### src/rtl/msg_sequencer.sv
// msg_sequencer: steps through NUM_PAGES pages of NUM_DIGITS letter codes and
// feeds them to the downstream seven-segment decoders. Each page is shown for
// DWELL_CYCLES, and pages are separated by GAP_CYCLES of blank display.
// Playback is aborted by the stop key, by a note switch, or by dropping play.
// Optional build macro: MSG_SEQ_LOOP_EN. When it is defined, playback wraps
// from the last page back to page 0 for as long as play stays high.
module msg_sequencer #(
  parameter int unsigned NUM_DIGITS   = 4,
  parameter int unsigned NUM_PAGES    = 3,
  parameter int unsigned NUM_SW       = 7,
  parameter int unsigned DWELL_CYCLES = 100000000,
  parameter int unsigned GAP_CYCLES   = 1,
  parameter logic [3:0]  BLANK_CODE   = 4'd8,
  parameter logic [NUM_PAGES*NUM_DIGITS*4-1:0] PAGE_DATA =
    {4'd7, 4'd6, 4'd5, 4'd4, 4'd8, 4'd8, 4'd8, 4'd2, 4'd3, 4'd2, 4'd1, 4'd0},
  localparam int unsigned PAGE_W = (NUM_PAGES > 1) ? $clog2(NUM_PAGES) : 1
) (
  input  logic                    clk,
  input  logic                    rst,
  input  logic                    play,
  input  logic                    stop_n,
  input  logic [NUM_SW-1:0]       note_sw,
  output logic [NUM_DIGITS*4-1:0] digit_codes,
  output logic [PAGE_W-1:0]       page_idx,
  output logic                    busy,
  output logic                    done_pulse
);

  localparam int unsigned DWELL_W = (DWELL_CYCLES > 1) ? $clog2(DWELL_CYCLES) : 1;
  localparam int unsigned GAP_W   = (GAP_CYCLES > 1) ? $clog2(GAP_CYCLES) : 1;
  localparam int unsigned PAGE_BITS = NUM_DIGITS * 4;

  typedef enum logic [2:0] {
    S_IDLE = 3'd0,
    S_SHOW = 3'd1,
    S_GAP  = 3'd2,
    S_DONE = 3'd3,
    S_STOP = 3'd4
  } state_e;

  state_e               state_q, state_d;
  logic [PAGE_W-1:0]    page_q, page_d;
  logic [DWELL_W-1:0]   dwell_q, dwell_d;
  logic [GAP_W-1:0]     gap_q, gap_d;
  logic                 play_q;
  logic [PAGE_BITS-1:0] codes_q, codes_d;
  logic                 busy_q, busy_d;
  logic                 done_q, done_d;

  logic play_rise;
  logic note_any;
  logic last_page;
  logic dwell_end;
  logic gap_end;

  assign play_rise = play & ~play_q;
  assign note_any  = |note_sw;
  assign last_page = (page_q == PAGE_W'(NUM_PAGES - 1));
  assign dwell_end = (dwell_q == DWELL_W'(DWELL_CYCLES - 1));
  assign gap_end   = (gap_q == GAP_W'(GAP_CYCLES - 1));

  // Next state, page and counters; counters fall back to zero unless the
  // state holds, so every state entry starts from a cleared count.
  always_comb begin
    state_d = state_q;
    page_d  = page_q;
    dwell_d = '0;
    gap_d   = '0;
    if (state_q == S_STOP) begin
      if (note_any) begin
        state_d = S_IDLE;
        page_d  = '0;
      end
    end else if (!stop_n) begin
      state_d = S_STOP;
      page_d  = '0;
    end else if (note_any) begin
      state_d = S_IDLE;
      page_d  = '0;
    end else begin
      unique case (state_q)
        S_IDLE: begin
          page_d = '0;
          if (play_rise) begin
            state_d = S_SHOW;
          end
        end
        S_SHOW: begin
          if (!play) begin
            state_d = S_DONE;
          end else if (dwell_end) begin
`ifdef MSG_SEQ_LOOP_EN
            state_d = S_GAP;
`else
            state_d = last_page ? S_DONE : S_GAP;
`endif
          end else begin
            dwell_d = dwell_q + DWELL_W'(1);
          end
        end
        S_GAP: begin
          if (gap_end) begin
            state_d = S_SHOW;
`ifdef MSG_SEQ_LOOP_EN
            page_d  = last_page ? '0 : page_q + PAGE_W'(1);
`else
            page_d  = page_q + PAGE_W'(1);
`endif
          end else begin
            gap_d = gap_q + GAP_W'(1);
          end
        end
        S_DONE: begin
          state_d = S_IDLE;
          page_d  = '0;
        end
        default: begin
          state_d = S_IDLE;
          page_d  = '0;
        end
      endcase
    end
  end

  // Outputs are decoded from the next state so they line up with state_q
  // without an extra cycle of latency.
  always_comb begin
    codes_d = {NUM_DIGITS{BLANK_CODE}};
    busy_d  = (state_d == S_SHOW) || (state_d == S_GAP);
    done_d  = (state_d == S_DONE);
    if (state_d == S_SHOW) begin
      for (int unsigned p = 0; p < NUM_PAGES; p++) begin
        if (page_d == PAGE_W'(p)) begin
          codes_d = PAGE_DATA[p*PAGE_BITS +: PAGE_BITS];
        end
      end
    end
  end

  // State, counters, play edge history and registered outputs.
  always_ff @(posedge clk or negedge rst) begin
    if (!rst) begin
      state_q <= S_IDLE;
      page_q  <= '0;
      dwell_q <= '0;
      gap_q   <= '0;
      play_q  <= 1'b0;
      codes_q <= {NUM_DIGITS{BLANK_CODE}};
      busy_q  <= 1'b0;
      done_q  <= 1'b0;
    end else begin
      state_q <= state_d;
      page_q  <= page_d;
      dwell_q <= dwell_d;
      gap_q   <= gap_d;
      play_q  <= play;
      codes_q <= codes_d;
      busy_q  <= busy_d;
      done_q  <= done_d;
    end
  end

  assign digit_codes = codes_q;
  assign page_idx    = page_q;
  assign busy        = busy_q;
  assign done_pulse  = done_q;

endmodule

### config.mk
export PLATFORM = sky130hd
export DESIGN_NAME = msg_sequencer
export DESIGN_NICKNAME = d
export VERILOG_FILES = /design/src/rtl/msg_sequencer.sv
export SDC_FILE = /design/constraint.sdc
export NUM_CORES = 1
export LEC_CHECK = 0
export ABC_AREA = 1
export BUFFER_PORTS_ARGS = -buffer_cell sky130_fd_sc_hd__buf_2
export CORE_MARGIN = 3
export CORE_UTILIZATION = 31
export CTS_BUF_LIST = sky130_fd_sc_hd__clkbuf_2 sky130_fd_sc_hd__clkbuf_4 sky130_fd_sc_hd__clkbuf_8
export DETAILED_ROUTE_END_ITERATION = 16
export HOLD_SLACK_MARGIN = 0.06
export PLACE_DENSITY_LB_ADDON = 0.25
export SETUP_SLACK_MARGIN = 0.05
export SYNTH_ARGS = -nofsm -noshare
export SYNTH_HDL_FRONTEND = slang
export SYNTH_SLANG_ARGS = --single-unit
### constraint.sdc
create_clock -name clk -period 1.4 [get_ports clk]
set_input_delay 0.14 -clock clk [delete_from_list [all_inputs] [get_ports clk]]
set_output_delay 0.14 -clock clk [all_outputs]
set_load 0.01 [all_outputs]
==> results.cfg, run 1 <==
[critical_path]
cpPeakStageDelay_ns = 0.41
startpoint = dwell_q[0]$_DFF_PN0_
reg2reg_from = dwell_q[0]$_DFF_PN0_
reg2regPathDepth = 10
crit_chain = ha_4 > nand3_4 > inv_4 > nand3_4 > nor2_4 > nand4_1 > nor2_2 > nand2_1 > o21ai_2 > nor2_1
critPathSlowestCell = dfrtp_1
critPathKind = register to register
cp_data_required_time_ns = 1.60
cpMostUsedCell = nand3_4
cp_max_fo = 3
crit_path_start_kind = register
cp-end-kind = register
crit_arrival_ns = 1.79

[floorplan]
core_sq_um = 7290
die_h_um = 93.1
rows = 31
initial_core_util_pct = 32.3
io_pins = 31
dieArea_sq_um = 8670
die_w_um = 93.1

[synth]
netlist_area_sq_um = 2350
synth_compound_area_share_pct = 4.78
yosysSeqAreaShare_pct = 42.6
synthDistinctLibCells = 33
synth-simple-area-share_pct = 37.9
syn_avg_cell_area_sq_um = 7.77
synthAdderAreaFrac_pct = 1.06
ys_warn_count = 0
synthCells = 303
ys_seq_elements = 40
synth-xor-area-share_pct = 2.23
synth.area.mux_share_pct = 0
synth_top_family_by_area = simple AND/OR/NAND/NOR gates

[timing]
report.final.slew_viol_count = 0
hold_violations = 0
period_minus_slack_ns = 1.59
tns_ns = -4.78
post-route-period-util_pct = 113
grt_setup_unrepaired = yes
max_freq_mhz = 630
setup_viol = 35
worst_slack_ns = -0.187
fin_worst_skew_ns = 0.00832

[pwr]
p_per_area_nw_per_um2 = 649
p_int_mw = 1.83
vdd_drop_max_mv = 0.334
p_leak_nw = 1.64
seq_power_share_pct = 48.9
swShare_pct = 24.5
clkPwrFrac_pct = 41.2
switching_power_mw = 0.592
power_frac_comb_pct = 10.0
p_total_mw = 2.42

[placed_design]
place_ws_ns = -0.242
dp_hpwl_um = 4410
routabilityCongestion = 0.857
portBuffers = 27
postPlaceCellArea_sq_um = 3020

[cts]
cts_root_buf = clkbuf_8
clockBufferDepth = 2
cts_buffers = 5
cts_max_level = 2
cts_tree = built
clk_pin_slew_ns = 0.09
clock-sinks = 40
insertion_delay_ns = 0.30

[drt]
first_pass_iters = 4
routed_wl_um = 6490
drc = 0
vias_per_cell = 4.55
drt-initial-drc-count = 123
ant_nets = 0
via_count = 2323
routedWlPerCell_um = 12.7

[worst_hold_path]
holdPathStages = 3
hp-start = stop_n
min_path_type = input port to register

[global_routing]
antenna_found_initial = 0
grt_util_all_layers_pct = 15.5
grt_start_max_net_pins = 27
overflow = 0
grt_pass1_wl_um = 10700
grt_pass1_vias = 2325

[job]
drv_cap = 0

[status]
violations = setup timing
status = finished, violations left

[finish]
stdcell_area_sq_um = 3730
layout_commonest_cell = buf_4
layout.nets = 423
mostFrequentLayoutCells = buf_4 (69), nand2_1 (41), nor2_1 (35), dfrtp_1 (33)
final_layout_size_suffix_gt1_share_pct = 55.0
final_util_pct = 51.1
area_growth_pct = 58.5
n_antenna_cell = 0
## state kept, by name (all words and copies together), names as in the netlist
name and count:
digit_codes 5, busy 1, page_idx 2, state_q 3
dwell_q 27, play_q 1, done_pulse 1
## cells by family (layout without fill, tap and decap cells)
logic type	after synthesis	count (layout)
AND/OR/NAND/NOR	178	178
buffers and inverters	57	163
flip-flops	40	40
AO/OA/AOI/OAI	19	19
XOR/XNOR	6	6
adder cells (fa/ha/maj)	2	2
other	1	3
## worst paths after layout
kind | slack [ns] | end
max | -0.19 | dwell_q[24]$_DFF_PN0_
min | 0.18 | page_idx[1]$_DFF_PN0_
max reg2reg | -0.19 | dwell_q[24]$_DFF_PN0_
min reg2reg | 0.58 | dwell_q[23]$_DFF_PN0_
max in group asynchronous | 0.61 | dwell_q[3]$_DFF_PN0_
min in group asynchronous | 0.29 | dwell_q[16]$_DFF_PN0_
## layer usage
layer / vias up / wire [um] / global-route usage [%] / share of wire [%]
li1: 1162 / - / - / -
met1: 1115 / 2890 / 19.6 / 45
met2: 42 / 3310 / 26.6 / 51
met3: 4 / 213 / 2.74 / 3.3
met4: 0 / 72 / 5.37 / 1.1
met5: - / 0 / 0 / 0
## synthesized netlist by cell type (all sizes together)
cell type / number / share of area (%)
xor2: 4 / 1.5
buf: 13 / 4.2
xnor2: 2 / 0.74
nor2: 63 / 12
ha: 2 / 1.1
nor3b: 2 / 0.64
a21oi: 11 / 2.7
conb: 1 / 0.16
inv: 44 / 7.0
dfrtp: 38 / 40
nor3: 13 / 3.7
nor4: 4 / 1.1
o21ai: 7 / 1.8
nand3: 24 / 6.6
o211ai: 1 / 0.32
nand2: 64 / 11
nand4: 8 / 2.4
dfstp: 2 / 2.2
## power groups by stage
stage	Clock, mW	Sequential, mW	Combinational, mW
5_1_grt	1.08	1.18	0.264
4_1_cts	1.03	1.18	0.214
6_report	0.996	1.18	0.242
3_5_place_dp	0	1.21	0.179
3_3_place_gp	0	1.21	0.175
2_1_floorplan	0	1.21	0.0720
## critical path: cells and delay by family, from the launching register on
kind                     cells  cell delay, ns
AND/OR/NAND/NOR              7            0.71
flip-flops                   1            0.41
adder cells (fa/ha/maj)      1            0.17
AO/OA/AOI/OAI                1            0.11
buffers and inverters        1            0.09
## metrics by stage
step / std cells / hold slack, ns
after floorplan: 305 / -0.156
after global placement: 480 / 0.0898
after detailed placement: 480 / 0.0885
after CTS: 502 / 0.165
after global routing: 510 / 0.167
final: 510 / 0.183
## timing repair
action | 4_1_cts | 5_1_grt
pin swaps | 14 | 27
cloned | 1 | 1
setup endpoints to repair | 37 | 37
buffers inserted | 11 | 8
hold buffers | 2 | 0
hold endpoints to repair | 15 | 0
resized for setup | 52 | 67
## layout make-up
type / count / area [sq um]
multi-input cells: 208 / 1470
fillers: 702 / 3560
clock buffers: 5 / 68.8
inverters: 44 / 183
repair inverters: 1 / 6.26
clock inverters: 3 / 47.5
well taps: 99 / 124
flip-flops and latches: 40 / 1010
repair buffers: 110 / 826
(Power assumes the default switching activity.)
==> run 2, diff against run 1 <==
--- a/config.mk
+++ b/config.mk
@@ -7,12 +7,13 @@
 export LEC_CHECK = 0
 export ABC_AREA = 1
 export BUFFER_PORTS_ARGS = -buffer_cell sky130_fd_sc_hd__buf_2
-export CORE_MARGIN = 3
+export CAP_MARGIN = 0
 export CORE_UTILIZATION = 31
 export CTS_BUF_LIST = sky130_fd_sc_hd__clkbuf_2 sky130_fd_sc_hd__clkbuf_4 sky130_fd_sc_hd__clkbuf_8
 export DETAILED_ROUTE_END_ITERATION = 16
 export HOLD_SLACK_MARGIN = 0.06
 export PLACE_DENSITY_LB_ADDON = 0.25
+export RECOVER_POWER = 25
 export SETUP_SLACK_MARGIN = 0.05
 export SYNTH_ARGS = -nofsm -noshare
 export SYNTH_HDL_FRONTEND = slang
==> run 2 against run 1 <==
Net effect:
- maximum frequency decreased by 3.3%
- critical path depth increased by 1
- the flow still finishes with violations (setup timing)
- worst hold slack got worse by 0.022 ns
- largest power group unchanged
- non-clock buffer count increased by 8
- clock skew increased by 0.0024 ns
- first-iteration DRC count decreased by 21%
- clock power decreased by 14%
- final cell count increased by 1.4%
==> results.cfg, run 2 (synthesis results as in run 1) <==
[critical_path]
crit_arrival_ns = 1.84
cp-end-kind = register
crit_path_start_kind = register
cp_max_fo = 8
regToRegSetupSlack_ns = -0.24
cp_data_required_time_ns = 1.60
reg2reg_from = dwell_q[0]$_DFF_PN0_
critPathKind = register to register
timing.rr.end = dwell_q[5]$_DFF_PN0_
reg2regPathDepth = 11

[global_routing]
grt-busiest-layer = met2
grt_start_max_net_pins = 41
grt_util_all_layers_pct = 16.9
overflow = 0
grt_pass1_vias = 2288
grt_util_met3_pct = 3.05
met1_usage_pct = 20.7
grtUsageMet2_pct = 29.5
grt_pass1_wl_um = 10100
antenna_found_initial = 0

[timing]
post-route-period-util_pct = 117
hold_violations = 0
fin_worst_skew_ns = 0.0107
max_slew_margin_pct = 62.7
hold-worst-slack_ns = 0.161
period_minus_slack_ns = 1.64
worst_slack_ns = -0.241
report.final.slew_viol_count = 0
setup_viol = 36
grt_setup_unrepaired = yes
worst_pin_slew_ns = 0.560
max_freq_mhz = 609

[cts]
clockBufferDepth = 2
clk_pin_slew_ns = 0.09
insertion_delay_ns = 0.30
clock-sinks = 40
cts_tree = built
cts_buffers = 5
cts_root_buf = clkbuf_8
cts_max_level = 2

[drt]
drc = 0
drt-initial-drc-count = 97
ant_nets = 0
vias_per_cell = 4.47
via_count = 2311
routed_wl_um = 6180
routedWlPerCell_um = 12.0
first_pass_iters = 4

[finish]
layout.nets = 430
n_antenna_cell = 0
layout_commonest_cell = buf_4
fillers = 753
area_growth_pct = 52.2
final_util_pct = 49.1
regMostFlops = dwell_q
mostFrequentLayoutCells = buf_4 (83), nand2_1 (52), nor2_1 (43), dfrtp_1 (35), inv_1 (33)
fin_cells = 517
final_layout_size_suffix_gt1_share_pct = 48.6
largest_reg_flops = 27

[worst_hold_path]
holdPathStages = 3
min_path_type = input port to register
min_to = page_idx[1]$_DFF_PN0_
hp-start = stop_n

[placed_design]
dp_hpwl_um = 4310
routabilityCongestion = 0.887
dpl.cell_count = 489
portBuffers = 27

[floorplan]
dieArea_sq_um = 7940
die_h_um = 89.1
io_pins = 31
initial_core_util_pct = 32.3
rows = 31
core_sq_um = 7290
die_w_um = 89.1

[status]
status = finished, violations left
violations = setup timing

[pwr]
p_leak_nw = 1.60
vdd_drop_max_mv = 0.352
p_per_area_nw_per_um2 = 646

[job]
drv_cap = 0
==> run 2: cell types whose count changed in the layout (fill, tap and decap cells not counted), moves of 3 or more <==
cell,change
inv_1,+6
buf_4,+14
nand2_4,-3
buf_6,-8
inv_2,-4
nor2_1,+8
nand2_1,+11
nand2_2,-8
nor2_4,-8
inv_4,-3
==> run 2: repair_timing <==
| item | 4_1_cts | 5_1_grt |
|---|---|---|
| endpoints found under the setup margin | 37 | 37 |
| pin swaps | 11 | 7 |
| gates resized for setup | 30 | 29 |
| gates cloned | 1 | 0 |
| hold buffers | 2 | 0 |
| endpoints found under the hold margin | 41 | 0 |
| buffers inserted | 12 | 5 |
==> run 2: worst max-delay path, cell delays in order, from the launching register on <==
cell,delay (ns)
dfrtp_1,0.36
ha_2,0.21
nand3_4,0.10
inv_4,0.08
nand3_4,0.07
buf_4,0.15
inv_4,0.05
nand3_4,0.09
nand3_4,0.14
buf_12,0.13
buf_16,0.11
nor2_1,0.04
==> run 2: power breakdown <==
group          internal [mW]  switching (mW)  leakage (nW)
registers               1.17          0.0109         0.543
clock network          0.420           0.432        0.0479
logic                  0.144           0.135          1.01
total                   1.74           0.578          1.60
==> run 2: worst max path at each step <==
stage / from / to / slack [ns] / depth (start not counted)
2_1_floorplan: dwell_q[1]$_DFF_PN0_ / dwell_q[24]$_DFF_PN0_ / -0.09 / 10
3_3_place_gp: dwell_q[1]$_DFF_PN0_ / dwell_q[26]$_DFF_PN0_ / -0.19 / 9
3_5_place_dp: dwell_q[0]$_DFF_PN0_ / dwell_q[26]$_DFF_PN0_ / -0.23 / 9
4_1_cts: dwell_q[0]$_DFF_PN0_ / dwell_q[24]$_DFF_PN0_ / -0.24 / 10
5_1_grt: dwell_q[0]$_DFF_PN0_ / dwell_q[24]$_DFF_PN0_ / -0.36 / 10
6_report: dwell_q[0]$_DFF_PN0_ / dwell_q[5]$_DFF_PN0_ / -0.24 / 11
==> run 2: layout make-up <==
cell class,count,area [sq um],area share [%]
flip-flops and latches,40,1010,28.1
well taps,99,124,3.46
repair buffers,118,876,24.4
inverters,44,178,4.96
clock inverters,1,7.51,0.210
clock buffers,7,90.1,2.51
multi-input cells,208,1300,36.3
==> run 2: layer usage <==
layer	vias up	routed length [um]	part of all wire, %
met3	7	160	2.6
met4	0	94	1.5
met2	34	3180	51
met1	1093	2740	44
met5	-	0	0
li1	1177	-	-
==> run 2: through the flow <==
step / power (mW) / area, sq um / setup slack (ns) / setup TNS, ns
after floorplan: 1.28 / 2380 / -0.0912 / -0.834
after global placement: 1.38 / 3100 / -0.189 / -3.83
after detailed placement: 1.39 / 3100 / -0.228 / -3.82
after CTS: 2.30 / 3460 / -0.238 / -5.89
after global routing: 2.42 / 3580 / -0.356 / -10.52
final: 2.31 / 3580 / -0.241 / -6.29
